===== src/rtl/ir_nec_decoder_if.sv =====
// ----------------------------------------------------------------------------
// ir_nec_decoder_if
//   Register-side bus of the NEC IR decoder.
//
//   Handshake: data_ready is a level that rises when a new valid frame is
//   placed in data and stays high until the wrapper pulses read for exactly
//   one cycle. data is stable while data_ready is high, except that a newer
//   valid frame overwrites it. A read while data_ready is low has no effect.
//   repeat_pulse and frame_err are one-cycle event strobes; they carry no
//   handshake and are never high together.
//
//   Signals
//     read          master -> slave  one-cycle read strobe
//     data_ready    slave  -> master new frame held in data, not yet read
//     data[31:0]    slave  -> master last valid frame, bit 0 = first bit
//     repeat_pulse  slave  -> master one-cycle pulse on a valid repeat code
//     frame_err     slave  -> master one-cycle pulse on an aborted/bad frame
// ----------------------------------------------------------------------------
interface ir_nec_decoder_if;
  logic        read;
  logic        data_ready;
  logic [31:0] data;
  logic        repeat_pulse;
  logic        frame_err;

  modport master (
    output read,
    input  data_ready,
    input  data,
    input  repeat_pulse,
    input  frame_err
  );

  modport slave (
    input  read,
    output data_ready,
    output data,
    output repeat_pulse,
    output frame_err
  );
endinterface


===== src/rtl/ir_nec_decoder.sv =====
// ----------------------------------------------------------------------------
// ir_nec_decoder
//   Decodes NEC infrared frames from a demodulated receiver output.
//   The raw ir level is synchronised, glitch-filtered and edge-detected; a
//   20-bit saturating counter measures the length of each mark/space, and a
//   state machine classifies those lengths into leader, guard, data bits,
//   stop burst and repeat code.
//
//   Ports
//     clk        in   system clock
//     reset_n    in   asynchronous active-low reset
//     ir         in   receiver output, asynchronous, idle high, mark = low
//     bus        slave modport of ir_nec_decoder_if (read / data_ready /
//                data / repeat_pulse / frame_err)
//     state_dbg  out  current FSM state (0 = IDLE, 1 = LEADER, 2 = GUARD,
//                3 = DATA_MARK, 4 = DATA_SPACE, 5 = REPEAT_MARK)
// ----------------------------------------------------------------------------
module ir_nec_decoder #(
  parameter int FILTER_CYC = 8,
  parameter int LEADER_MIN = 400000,
  parameter int GUARD_MIN  = 170000,
  parameter int REPEAT_MIN = 84000,
  parameter int BIT_THRESH = 56250,
  parameter int MARK_MAX   = 50000,
  parameter int SPACE_MAX  = 300000
) (
  input  logic                clk,
  input  logic                reset_n,
  input  logic                ir,
  ir_nec_decoder_if.slave     bus,
  output logic [2:0]          state_dbg
);

  localparam int CNT_W = 20;
  localparam int FW    = $clog2(FILTER_CYC + 1);

  localparam logic [CNT_W-1:0] LEADER_LIM  = CNT_W'(LEADER_MIN);
  localparam logic [CNT_W-1:0] LEADER_TO   = CNT_W'(2 * SPACE_MAX);
  localparam logic [CNT_W-1:0] GUARD_LIM   = CNT_W'(GUARD_MIN);
  localparam logic [CNT_W-1:0] REPEAT_LIM  = CNT_W'(REPEAT_MIN);
  localparam logic [CNT_W-1:0] BIT_LIM     = CNT_W'(BIT_THRESH);
  localparam logic [CNT_W-1:0] MARK_TO     = CNT_W'(MARK_MAX);
  localparam logic [CNT_W-1:0] SPACE_TO    = CNT_W'(SPACE_MAX);
  localparam logic [CNT_W-1:0] CNT_SAT     = {CNT_W{1'b1}};
  localparam logic [FW-1:0]    FILT_LAST   = FW'(FILTER_CYC - 1);

  typedef enum logic [2:0] {
    S_IDLE        = 3'd0,
    S_LEADER      = 3'd1,
    S_GUARD       = 3'd2,
    S_DATA_MARK   = 3'd3,
    S_DATA_SPACE  = 3'd4,
    S_REPEAT_MARK = 3'd5
  } state_t;

  state_t state, state_d;

  // Input conditioning
  logic             ir_s1, ir_s2;
  logic             filt, filt_q;
  logic [FW-1:0]    filt_cnt;
  logic             fall, rise, edge_any;

  // Timing and frame assembly
  logic [CNT_W-1:0] cnt;
  logic [5:0]       bit_cnt;
  logic [31:0]      shift;
  logic             seen_valid;
  logic             bit_val;
  logic             cmd_ok;

  // FSM decisions
  logic             bit_clr;
  logic             bit_wr;
  logic             frame_ok;
  logic             err_d;
  logic             rep_d;

  // Output registers
  logic [31:0]      data_r;
  logic             ready_r;
  logic             rep_r;
  logic             err_r;

  // --------------------------------------------------------------------------
  // Two-flop synchroniser; idle level of the receiver is high.
  // --------------------------------------------------------------------------
  always_ff @(posedge clk or negedge reset_n) begin
    if (!reset_n) begin
      ir_s1 <= 1'b1;
      ir_s2 <= 1'b1;
    end else begin
      ir_s1 <= ir;
      ir_s2 <= ir_s1;
    end
  end

  // --------------------------------------------------------------------------
  // Stability filter: filt follows ir_s2 only after FILTER_CYC consecutive
  // samples that differ from the current filtered level. Any sample equal to
  // filt restarts the run, so short glitches never reach the FSM. Both edge
  // directions see the same delay, so measured lengths are preserved.
  // --------------------------------------------------------------------------
  always_ff @(posedge clk or negedge reset_n) begin
    if (!reset_n) begin
      filt     <= 1'b1;
      filt_cnt <= '0;
    end else if (ir_s2 == filt) begin
      filt_cnt <= '0;
    end else if (filt_cnt == FILT_LAST) begin
      filt     <= ir_s2;
      filt_cnt <= '0;
    end else begin
      filt_cnt <= filt_cnt + FW'(1);
    end
  end

  // Edge detection against the previous filtered level.
  always_ff @(posedge clk or negedge reset_n) begin
    if (!reset_n) begin
      filt_q <= 1'b1;
    end else begin
      filt_q <= filt;
    end
  end

  assign fall     = filt_q & ~filt;
  assign rise     = ~filt_q & filt;
  assign edge_any = fall | rise;

  // --------------------------------------------------------------------------
  // Length counter: on an edge cycle cnt holds the length of the level that
  // just ended; it saturates so a long idle cannot wrap into a valid length.
  // --------------------------------------------------------------------------
  always_ff @(posedge clk or negedge reset_n) begin
    if (!reset_n) begin
      cnt <= '0;
    end else if (edge_any) begin
      cnt <= '0;
    end else if (cnt != CNT_SAT) begin
      cnt <= cnt + CNT_W'(1);
    end
  end

  assign bit_val = (cnt >= BIT_LIM);
  // Extended NEC: only the command byte is checked against its inverse.
  assign cmd_ok  = (shift[31:24] == ~shift[23:16]);

  // --------------------------------------------------------------------------
  // FSM state register
  // --------------------------------------------------------------------------
  always_ff @(posedge clk or negedge reset_n) begin
    if (!reset_n) begin
      state <= S_IDLE;
    end else begin
      state <= state_d;
    end
  end

  // --------------------------------------------------------------------------
  // FSM next state and decisions. Edges take priority over timeouts; every
  // abort path drops back to IDLE, which then waits for a fresh falling edge.
  // --------------------------------------------------------------------------
  always_comb begin
    state_d  = state;
    bit_clr  = 1'b0;
    bit_wr   = 1'b0;
    frame_ok = 1'b0;
    err_d    = 1'b0;
    rep_d    = 1'b0;

    case (state)
      S_IDLE: begin
        if (fall) begin
          state_d = S_LEADER;
        end
      end

      S_LEADER: begin
        if (rise) begin
          // A short mark is treated as noise, not as a broken frame.
          state_d = (cnt >= LEADER_LIM) ? S_GUARD : S_IDLE;
        end else if (cnt >= LEADER_TO) begin
          state_d = S_IDLE;
          err_d   = 1'b1;
        end
      end

      S_GUARD: begin
        if (fall) begin
          if (cnt >= GUARD_LIM) begin
            state_d = S_DATA_MARK;
            bit_clr = 1'b1;
          end else if (cnt >= REPEAT_LIM) begin
            state_d = S_REPEAT_MARK;
          end else begin
            state_d = S_IDLE;
            err_d   = 1'b1;
          end
        end else if (cnt >= SPACE_TO) begin
          state_d = S_IDLE;
          err_d   = 1'b1;
        end
      end

      S_DATA_MARK: begin
        if (rise) begin
          if (bit_cnt == 6'd32) begin
            // End of the stop burst: all 32 bits are in the shift register.
            state_d  = S_IDLE;
            frame_ok = cmd_ok;
            err_d    = ~cmd_ok;
          end else begin
            state_d = S_DATA_SPACE;
          end
        end else if (cnt >= MARK_TO) begin
          state_d = S_IDLE;
          err_d   = 1'b1;
        end
      end

      S_DATA_SPACE: begin
        if (fall) begin
          state_d = S_DATA_MARK;
          bit_wr  = 1'b1;
        end else if (cnt >= SPACE_TO) begin
          state_d = S_IDLE;
          err_d   = 1'b1;
        end
      end

      S_REPEAT_MARK: begin
        if (rise) begin
          state_d = S_IDLE;
          // A repeat code means nothing until a frame has been decoded.
          rep_d   = seen_valid;
        end else if (cnt >= MARK_TO) begin
          state_d = S_IDLE;
          err_d   = 1'b1;
        end
      end

      default: begin
        state_d = S_IDLE;
      end
    endcase
  end

  // --------------------------------------------------------------------------
  // Frame assembly: bits arrive LSB first, so bit n lands at shift[n].
  // --------------------------------------------------------------------------
  always_ff @(posedge clk or negedge reset_n) begin
    if (!reset_n) begin
      bit_cnt <= '0;
      shift   <= '0;
    end else if (bit_clr) begin
      bit_cnt <= '0;
    end else if (bit_wr) begin
      shift[bit_cnt[4:0]] <= bit_val;
      bit_cnt             <= bit_cnt + 6'd1;
    end
  end

  // --------------------------------------------------------------------------
  // Result registers. A completing frame beats a coincident read so the
  // wrapper never loses the notification of the new frame.
  // --------------------------------------------------------------------------
  always_ff @(posedge clk or negedge reset_n) begin
    if (!reset_n) begin
      data_r     <= '0;
      ready_r    <= 1'b0;
      seen_valid <= 1'b0;
      rep_r      <= 1'b0;
      err_r      <= 1'b0;
    end else begin
      if (frame_ok) begin
        data_r     <= shift;
        ready_r    <= 1'b1;
        seen_valid <= 1'b1;
      end else if (bus.read) begin
        ready_r <= 1'b0;
      end
      rep_r <= rep_d;
      err_r <= err_d;
    end
  end

  assign bus.data         = data_r;
  assign bus.data_ready   = ready_r;
  assign bus.repeat_pulse = rep_r;
  assign bus.frame_err    = err_r;
  assign state_dbg        = state;

endmodule

===== src/flat_wrapper.sv =====
// flat-port wrapper written by rule: the top's interface ports become plain ports
module ir_nec_decoder_flat 
#(
  parameter int FILTER_CYC = 8,
  parameter int LEADER_MIN = 400000,
  parameter int GUARD_MIN  = 170000,
  parameter int REPEAT_MIN = 84000,
  parameter int BIT_THRESH = 56250,
  parameter int MARK_MAX   = 50000,
  parameter int SPACE_MAX  = 300000
)
  (clk, reset_n, ir, state_dbg, bus_read, bus_data_ready, bus_data, bus_repeat_pulse, bus_frame_err);
  ir_nec_decoder_if bus_i ();
  input  logic clk;
  input  logic reset_n;
  input  logic ir;
  output logic [2:0] state_dbg;
  input wire logic [$bits(bus_i.read)-1:0] bus_read;
  output wire logic [$bits(bus_i.data_ready)-1:0] bus_data_ready;
  output wire logic [$bits(bus_i.data)-1:0] bus_data;
  output wire logic [$bits(bus_i.repeat_pulse)-1:0] bus_repeat_pulse;
  output wire logic [$bits(bus_i.frame_err)-1:0] bus_frame_err;
  assign bus_i.read = bus_read;
  assign bus_data_ready = bus_i.data_ready;
  assign bus_data = bus_i.data;
  assign bus_repeat_pulse = bus_i.repeat_pulse;
  assign bus_frame_err = bus_i.frame_err;
  ir_nec_decoder #(.FILTER_CYC(FILTER_CYC), .LEADER_MIN(LEADER_MIN), .GUARD_MIN(GUARD_MIN), .REPEAT_MIN(REPEAT_MIN), .BIT_THRESH(BIT_THRESH), .MARK_MAX(MARK_MAX), .SPACE_MAX(SPACE_MAX)) u_core (.clk(clk), .reset_n(reset_n), .ir(ir), .bus(bus_i), .state_dbg(state_dbg));
endmodule

===== config.mk =====
export PLATFORM = sky130hd
export DESIGN_NAME = ir_nec_decoder_flat
export DESIGN_NICKNAME = d
export VERILOG_FILES = /design/src/rtl/ir_nec_decoder_if.sv /design/src/rtl/ir_nec_decoder.sv /design/src/flat_wrapper.sv
export SDC_FILE = /design/constraint.sdc
export NUM_CORES = 1
export LEC_CHECK = 0
export ABC_AREA = 0
export BUFFER_PORTS_ARGS = -buffer_cell sky130_fd_sc_hd__buf_2
export CAP_MARGIN = 20
export CELL_PAD_IN_SITES_DETAIL_PLACEMENT = 2
export CELL_PAD_IN_SITES_GLOBAL_PLACEMENT = 2
export CORE_MARGIN = 3
export CORE_UTILIZATION = 43
export DETAILED_ROUTE_END_ITERATION = 10
export PLACE_DENSITY_LB_ADDON = 0.1
export SETUP_SLACK_MARGIN = 0.02
export SLEW_MARGIN = 20
export SYNTH_ARGS = -nofsm -noshare
export SYNTH_HDL_FRONTEND = slang
export SYNTH_SLANG_ARGS = --single-unit

===== constraint.sdc =====
create_clock -name clk -period 4.8 [get_ports clk]
set_input_delay 0.96 -clock clk [delete_from_list [all_inputs] [get_ports clk]]
set_output_delay 0.96 -clock clk [all_outputs]
set_load 0.03 [all_outputs]

* Word-level counts from Yosys, hierarchy flattened
Index checks and enable logic that the tools add are counted.
** Word-level totals
- Register bits after elaboration :: 105
- Input bits :: 4
- Output and inout bits :: 38
- Logic and storage cells :: 102
** Operators by class
- Add/subtract/negate cells :: 3
- Magnitude comparators :: 9
- Equality and inequality tests :: 12
- Muxes and demuxes :: 47
- Bitwise logic cells :: 9
- Reductions and logical operators :: 8
** Operators with widths (count)
- 20-bit by 16-bit >= comparator with 1-bit output, second input constant :: 2
- 20-bit by 19-bit >= comparator with 1-bit output, second input constant :: 2
- 20-bit 2-to-1 mux :: 2
- 3-bit 2-to-1 mux :: 12
- 32-bit bitwise mux :: 1
- 1-bit 2-to-1 mux :: 24
- 20-bit by 1-bit adder with 20-bit output, second input constant :: 1
- 20-bit by 17-bit >= comparator with 1-bit output, second input constant :: 1
- 20-bit by 18-bit >= comparator with 1-bit output, second input constant :: 1
- 20-bit >= comparator, second input constant :: 1
- 20-bit inequality test, second input constant :: 1
- 3-bit case mux with 6 select lines :: 1
- 6-bit 2-to-1 mux :: 2
- 8-bit equality test :: 1
- 4-bit 2-to-1 mux :: 2
- 8-bit inverter :: 1
- 6-bit by 1-bit adder with 6-bit output, second input constant :: 1
- 3-bit by 2-bit equality test with 1-bit output, second input constant :: 2
- 3-bit equality test, second input constant :: 2
- 6-bit equality test, second input constant :: 1
- 5-bit by 6-bit < comparator with 1-bit output, second input constant :: 1
- 2-bit AND reduction :: 3
- 2-bit nonzero test :: 3
- 1-bit demux with 5-bit select :: 1
- 14 further kinds :: 19

* Depth between registers and ports, before layout
Gate-level depths: netlist of run 1.
- Depth in word-level cells :: 6
- Gate-level depth with buffers :: 9
- Mapped depth without buffers :: 7

* Least setup slack after synthesis of run 1
Ideal clock, no wire load.
- Kind :: flip-flop to flip-flop
- From :: reg u_core.state[1], in the netlist u_core.state_dbg[1]
- To :: reg u_core.shift[15]
- Library setup time :: 125 ps
- Arrival :: 1932 ps
- Data required time :: 4675 ps
- Path slack :: 2743 ps
- Cell stages (with the launch flop) :: 9
- Buffers on the path :: 3
- Period minus slack after synthesis :: 2057 ps
- Cell sequence :: dfrtp_1 > buf_2 > nor4bb_1 > buf_2 > and2_1 > buf_4 > nand3_1 > nor2_1 > mux2_2
** On the way
- Cells in the longest elaborated chain, start to end :: 4
** Ends and longest elaborated chain
- from (decl) :: line ir_nec_decoder.sv:56 : state_t state, state_d;
- from (signal assigned) :: line ir_nec_decoder.sv:156 : state <= state_d;
- 3-bit by 2-bit equality test with 1-bit output :: line ir_nec_decoder.sv:172 : case (state)
- 1-bit 2-to-1 mux :: line ir_nec_decoder.sv:172
- 1-bit inverter (no line)
- 2-bit AND reduction (no line) (*)
- to (signal, indexed assignment) :: line ir_nec_decoder.sv:259 : shift[bit_cnt[4:0]] <= bit_val;
- to (decl) :: line ir_nec_decoder.sv:67 : logic [31:0] shift;
Every way passes the cells marked *; elsewhere a longest branch is shown, timed or not.
A chain may end at the register's enable or synchronous reset.

* Worst setup path in the final report of run 1
- From :: reg u_core.filt_q
- To :: reg u_core.shift[15]
** On the way
- Cells in the longest elaborated chain, start to end :: 5
** Ends and longest elaborated chain
- from (decl) :: line ir_nec_decoder.sv:60 : logic filt, filt_q;
- from (signal assigned) :: line ir_nec_decoder.sv:123 : filt_q <= filt;
- 1-bit AND (*) :: line ir_nec_decoder.sv:127 : assign fall = filt_q & ~filt;
- 1-bit 2-to-1 mux :: line ir_nec_decoder.sv:190 : if (fall) begin
- 1-bit 2-to-1 mux :: line ir_nec_decoder.sv:172
- 1-bit inverter (no line)
- 2-bit AND reduction (no line) (*)
Marked as above.

==> summary.txt, run 1 <==
Synth
  • Most common cell in the synthesized netlist: dfrtp_1
  • Gate Count Post-Synth: roughly 510
  • Register area share after synthesis: roughly half
  • Async set-reset flop share out of synthesis: 100%
  • Area share of the largest cell type after synthesis: 46.1%
  • Synth cell types: 70
  • Synth Net Count: 521
  • Area of the mapped netlist: 5480 um^2
  • Post-synth EDFFs: 0
  • Most used DFF post-synth: dfrtp_1
  • Average footprint of a synthesized cell: roughly 11 um^2
  • Yosys warnings: 0
  • Flip-flop and latch count after synthesis: ~110
  • Largest cells by area after synthesis: dfrtp_1 (46%), mux2_2 (13%), nand2_1 (4.2%)
  • Biggest area consumer among synthesized cells: dfrtp_1
  • Most frequent cells after synthesis: dfrtp_1 (101), mux2_2 (64), nand2_1 (61)

Place
  • Dpl ws: 1.68 ns
  • HPWL Detailed: 10200 um
  • Final GP Congestion: 0.853
  • IO buf count: 41

Route
  • Average routed wire per standard cell: 20.6 um
  • Routed wl met2: 6860 um
  • Ratio of routed vias to standard cells: around 5.6
  • Met1 wire length: 6970 um
  • Vias post-DR: 3902
  • DRC: 0
  • Drt total wl: around 14000 um
  • Count of nets left with antenna violations after detail routing: 0
  • Iter 0 DRT Violations: 233
  • Iteration count of the initial detailed-routing pass: 4
  • Detailed route wirelength on metal3: 421 um
  • Uppermost metal layer occupied by signal nets: met4

Floorplan
  • Die area: 14100 um^2
  • Site Rows: 40
  • I/O pin cnt: between 40 and 50
  • Starting density of the core: 44.9%
  • Die H: 119 um
  • Die width: between 100 and 150 um
  • Core Box Area: 12200 um^2

CTS
  • Post_cts resized: 0
  • Inserted Clock Buffers: 9
  • Post-CTS setup repair buffer count: 0
  • CTS sink cnt: 105
  • Bufs on Longest Clock Path: 2
  • Clock insertion delay at the later pin of the skew report: 0.36 ns
  • H-tree depth: 3
  • TritonCTS clock tree: built
  • Post-CTS Hold Fix Bufs: 0
  • Cell at the root of the clock tree: clkbuf_16
  • Clock Pin Slew Worst Setup and Hold Paths: 0.07 ns

STA
  • Transition time of the tightest slew-check pin: 0.769 ns
  • Period Utilization, post-route: 61.9%
  • Worst relative slew slack: 48.3%
  • Setup repair after global routing missed its margin: false
  • Final slew viol count: 0
  • Maximum operating frequency: 0.336 GHz
  • Final clock skew: 0.00862 ns
  • Tmin final: 2.97 ns
  • Finish-stage setup viols: 0
  • Summed negative setup slack over all endpoints: 0 ns
  • Final worst slack: ~1.8 ns
  • Final count of hold timing violations: 0

GRT
  • Wire length of the first global-routing pass: 24500 um
  • Tot GR Track Use: 22.0%
  • Overflow left after global routing: 0
  • Number of antenna violations at the first check in global routing: 0
  • Largest net degree at the start of global routing: 51
  • Vias in the first global route: 4343

Critical path
  • Worst-path maximum fanout: 11
  • Crit path required time: 5.04 ns
  • Cell type of the slowest stage on the worst timing path: nor4bb_2
  • Startpoint types: flop
  • Critical path capture point type: flop
  • Ordered cell list for the critical path: ha_1 > nor4bb_2 > and2_1 > nand3_1 > nor2_1 > mux2_2
  • Category of the most critical setup path: flop to flop
  • Data arrival time of the critical path: 3.21 ns
  • Slack of the worst reg-to-reg path: about 1.8 ns
  • Largest stage delay on the critical path: around 0.74 ns

Job
  • Max capacitance violation total: 0

Cells and area
  • Final Net Count: approximately 540
  • Fillers: 1277
  • Diode count: 0
  • Area growth from synthesis to layout: 9.72%
  • Share of the core filled with cells: 49.3%
  • Ratio of cells with drive above 1 in the final layout: 27.4%

Pwr
  • Largest voltage drop on the vdd net: about 0.19 mV
  • Power Density: 355 nW/um^2
  • Leakage power: 0.00290 uW

Hold path
  • Worst Hold Class: flop to flop

Outcome
  • Status: complete, no violations
## placed cells by master (no fill, tap or decap), types with 3 or more instances in the layout
master and n:
a211oi_1 4, a21oi_1 14, a31oi_1 3, and2_1 9, and3_1 4, buf_2 40, buf_4 5, clkbuf_16 9
dfrtp_1 101, dfstp_2 4, ha_1 10, inv_1 12, mux2_2 64, mux2i_1 5, nand2_1 61, nand2b_1 8
nand3_1 13, nand3b_1 4, nand4_1 9, nor2_1 34, nor2b_1 3, nor3_1 11, nor3b_1 3, nor4_1 6
o21ai_0 10, or3_1 3, xnor2_1 14, xor2_1 11
## flip-flops by register name (all words and copies together), names as in the netlist, 3 cells and up
register / cells
u_core.filt_cnt: 4
u_core.state_dbg: 3
u_core.bit_cnt: 6
u_core.cnt: 20
u_core.bus.data: 32
u_core.shift: 32
## cell type report
| class | count | area (um^2) | share of cell area [%] |
|---|---|---|---|
| tap | 168 | 210 | 3.49 |
| inverter | 12 | 45.0 | 0.749 |
| multi-input combinational | 355 | 2580 | 42.8 |
| clock inverter | 7 | 87.6 | 1.46 |
| timing repair buffer | 45 | 238 | 3.95 |
| sequential | 105 | 2630 | 43.8 |
| clock buffer | 9 | 225 | 3.74 |
## report_power, final
part           leakage [uW]  total (uW)  switching, uW  internal (uW)
clock              0.000151         784            369            415
combinational       0.00131         336            219            117
sequential          0.00144        1010           77.4            937
total               0.00290        2130            665           1470
## worst paths after layout
check	cells past startpoint	endpoint	from
worst max-delay path	6	u_core.shift[15]$_DFFE_PN0P_	u_core.filt_q$_DFF_PN1_
worst min-delay path	0	u_core.ir_s2$_DFF_PN1_	u_core.ir_s1$_DFF_PN1_
worst max register to register	6	u_core.shift[15]$_DFFE_PN0P_	u_core.filt_q$_DFF_PN1_
worst min register to register	0	u_core.ir_s2$_DFF_PN1_	u_core.ir_s1$_DFF_PN1_
max in group asynchronous	2	u_core.bit_cnt[2]$_DFFE_PN0P_	reset_n
min in group asynchronous	1	u_core.cnt[15]$_DFFE_PN0P_	reset_n
## through the flow
stage	instance area, um^2	hold slack (ns)	cells	total power, uW
2_1_floorplan	5480	0.345	507	1260
3_3_place_gp	5700	0.359	685	1340
3_5_place_dp	5700	0.357	685	1370
4_1_cts	6010	0.365	701	2160
5_1_grt	6010	0.371	701	2260
6_report	6010	0.362	701	2130
## critical path: cells and delay by family, from the launching register on
| family | cells | cell delay (ns) |
|---|---|---|
| and+or+nand+nor | 4 | 1.59 |
| muxes | 1 | 0.35 |
| adders and majority gates | 1 | 0.38 |
| DFF | 1 | 0.54 |
## cells by family after synthesis
| group | count (synthesis) | share of synthesized area (%) |
|---|---|---|
| multiplexers | 69 | 14.1 |
| flip-flops | 105 | 48.0 |
| AND/OR/NAND/NOR | 191 | 18.7 |
| XOR/XNOR | 25 | 3.99 |
| buffers and inverters | 47 | 5.23 |
| AO/OA/AOI/OAI | 60 | 7.69 |
| adder cells (fa/ha/maj) | 10 | 2.28 |
## per-layer routing
layer	vias to the layer above	GRT usage [%]
li1	1828	-
met1	2006	31.4
met2	55	35.1
met3	13	3.23
met4	0	6.08
met5	-	0
(Power assumes the default switching activity.)
==> run 2, diff against run 1 <==
--- a/config.mk
+++ b/config.mk
@@ -11,7 +11,7 @@
 export CELL_PAD_IN_SITES_DETAIL_PLACEMENT = 2
 export CELL_PAD_IN_SITES_GLOBAL_PLACEMENT = 2
 export CORE_MARGIN = 3
-export CORE_UTILIZATION = 43
+export CORE_UTILIZATION = 36
 export DETAILED_ROUTE_END_ITERATION = 10
 export PLACE_DENSITY_LB_ADDON = 0.1
 export SETUP_SLACK_MARGIN = 0.02
==> constraint.sdc (replaced) <==
create_clock -name clk -period 2.7 [get_ports clk]
set_input_delay 0.54 -clock clk [delete_from_list [all_inputs] [get_ports clk]]
set_output_delay 0.54 -clock clk [all_outputs]
set_load 0.03 [all_outputs]
==> run 2 against run 1 <==
  * Cell count up 4.3%
  * Clock-buffer cell count unchanged
  * Via count up 2.1%
  * Critical path type unchanged
  * Highest routed layer unchanged
==> summary.txt, run 2 (synthesis results as in run 1) <==
STA
  • Transition time of the tightest slew-check pin: 0.777 ns (+0.00710 ns)
  • Final slew viol count: 0 (unchanged)
  • Maximum operating frequency: 0.411 GHz (+22%)
  • Setup repair after global routing missed its margin: false
  • Final worst slack: 0.265 ns (-1.56 ns)
  • Final count of hold timing violations: 0 (unchanged)
  • Worst hold slack: 0.161 ns (-0.200 ns)
  • Worst relative slew slack: 48.0% (-0.27 points)
  • Period Utilization, post-route: 90.2% (+28 points)
  • Summed negative setup slack over all endpoints: 0 ns (unchanged)
  • Final clock skew: 0.00964 ns (+0.00103 ns)
  • Tmin final: 2.43 ns (-0.538 ns)
  • Finish-stage setup viols: 0 (unchanged)

GRT
  • Vias in the first global route: 4387 (+1.0%)
  • Number of antenna violations at the first check in global routing: 0 (unchanged)
  • Overflow left after global routing: 0 (unchanged)
  • Tot GR Track Use: 18.8% (-3.2 points)
  • Wire length of the first global-routing pass: 24600 um (+0.34%)
  • Largest net degree at the start of global routing: 39 (-24%)

CTS
  • Clock Pin Slew Worst Setup and Hold Paths: 0.07 ns (about the same)
  • Inserted Clock Buffers: 9 (unchanged)
  • TritonCTS clock tree: built
  • H-tree depth: 3 (unchanged)
  • Bufs on Longest Clock Path: 2 (unchanged)
  • Post_cts resized: 0 (unchanged)
  • Cell at the root of the clock tree: clkbuf_16
  • CTS sink cnt: 105 (unchanged)
  • Post-CTS setup repair buffer count: 0 (unchanged)
  • Post-CTS Hold Fix Bufs: 0 (unchanged)
  • Clock insertion delay at the later pin of the skew report: 0.36 ns (about the same)

Cells and area
  • Fillers: 1540 (+21%)
  • Most used cells in the layout excluding fill and tap cells: dfrtp_1 (101), mux2_2 (64), nand2_1 (61), buf_2 (40), nor2_1 (34)
  • Commonest non-fill, non-tap cell in the layout: dfrtp_1
  • Ratio of cells with drive above 1 in the final layout: 29.1% (+1.7 points)
  • Share of the core filled with cells: 41.7% (-7.5 points)
  • Final Net Count: 556 (+2.6%)
  • Post-route standard cell area excluding fillers: 6130 um^2 (+2.0%)
  • Area growth from synthesis to layout: 11.9%
  • Diode count: 0 (unchanged)

Outcome
  • Status: complete, no violations

Route
  • DRC: 0 (unchanged)
  • Average routed wire per standard cell: 19.7 um (-4.2%)
  • Drt total wl: 14400 um (-0.12%)
  • Vias post-DR: 3984 (+2.1%)
  • Iteration count of the initial detailed-routing pass: 4 (unchanged)
  • Ratio of routed vias to standard cells: 5.45 (-2.1%)
  • Count of nets left with antenna violations after detail routing: 0 (unchanged)
  • Iter 0 DRT Violations: 203 (-13%)

Place
  • Total placed instance area: 5860 um^2 (+2.8%)
  • IO buf count: 41 (unchanged)
  • HPWL Detailed: 10400 um (+2.6%)
  • Final GP Congestion: 0.811 (-4.9%)
  • Dpl ws: 0.245 ns (-1.43 ns)

Critical path
  • Crit path required time: 2.94 ns (-2.10 ns)
  • Startpoint types: flop
  • Data arrival time of the critical path: 2.67 ns (-0.54 ns)
  • Critical path capture point type: flop
  • Worst-path maximum fanout: 11 (unchanged)
  • Category of the most critical setup path: flop to flop

Pwr
  • Leakage power: 0.00301 uW (+3.9%)
  • Largest voltage drop on the vdd net: 0.330 mV (+72%)
  • Power Density: 598 nW/um^2 (+69%)

Hold path
  • Worst Hold Class: input port to async pin

Floorplan
  • I/O pin cnt: 42 (unchanged)
  • Die area: 16700 um^2 (+18%)
  • Core Box Area: 14700 um^2 (+20%)
  • Starting density of the core: 37.3% (-7.6 points)
  • Die H: 129 um (+8.8%)
  • Die width: 129 um (+8.8%)
  • Site Rows: 44 (+10%)

Job
  • Max capacitance violation total: 0 (unchanged)
## run 2: cell count changes in the layout (fill, tap and decap cells not counted), sizes merged
| cell | previous run | this run |
|---|---|---|
| bufinv | 1 | 0 |
| buf | 45 | 59 |
| clkinvlp | 1 | 2 |
## run 2: worst max-delay path, stage by stage, from the launching register on
cell	delay, ns
dfstp_2	0.53
ha_1	0.36
nor4bb_1	0.37
buf_4	0.21
and2_1	0.42
nand2_1	0.13
mux2_2	0.29
## run 2: power breakdown
group / total, uW / switching, uW / leakage, uW / internal [uW]
clock network: 1260 / 624 / 0.000134 / 634
logic: 623 / 406 / 0.00144 / 217
registers: 1790 / 124 / 0.00144 / 1670
total: 3670 / 1150 / 0.00301 / 2520
## run 2: metrics by stage
| stage | total power [uW] | std cells |
|---|---|---|
| after floorplan | 2250 | 507 |
| after global routing | 3900 | 731 |
| after global placement | 2400 | 715 |
| final | 3670 | 731 |
| after detailed placement | 2450 | 715 |
| after CTS | 3750 | 731 |
## run 2: cell type report
class	count	area (um^2)	area share [%]
multi-input combinational	355	2580	42.1
clock buffer	9	225	3.67
inverter	12	45.0	0.734
sequential	105	2630	42.9
tap	184	230	3.75
timing repair buffer	59	368	6.00
clock inverter	7	53.8	0.877
## run 2: per-layer routing
metal  GRT usage, %  wire length (um)  vias to the layer above
li1               -                 -                     1849
met1           27.4              7200                     2071
met2           28.9              6630                       57
met3           3.83               462                        7
met4           4.08               112                        0
met5              0                 0                        -
## run 2: worst paths after layout
path / startpoint / to / slack, ns / cells past startpoint
max in group asynchronous: reset_n / u_core.bit_cnt[1]$_DFFE_PN0P_ / 1.86 / 2
min in group clk: ir / u_core.ir_s1$_DFF_PN1_ / 0.28 / 1
worst min-delay path: reset_n / u_core.cnt[18]$_DFFE_PN0P_ / 0.16 / 1
worst max register to register: u_core.filt_q$_DFF_PN1_ / u_core.shift[25]$_DFFE_PN0P_ / 0.27 / 6
worst min register to register: u_core.ir_s1$_DFF_PN1_ / u_core.ir_s2$_DFF_PN1_ / 0.36 / 0
worst max-delay path: u_core.filt_q$_DFF_PN1_ / u_core.shift[25]$_DFFE_PN0P_ / 0.27 / 6
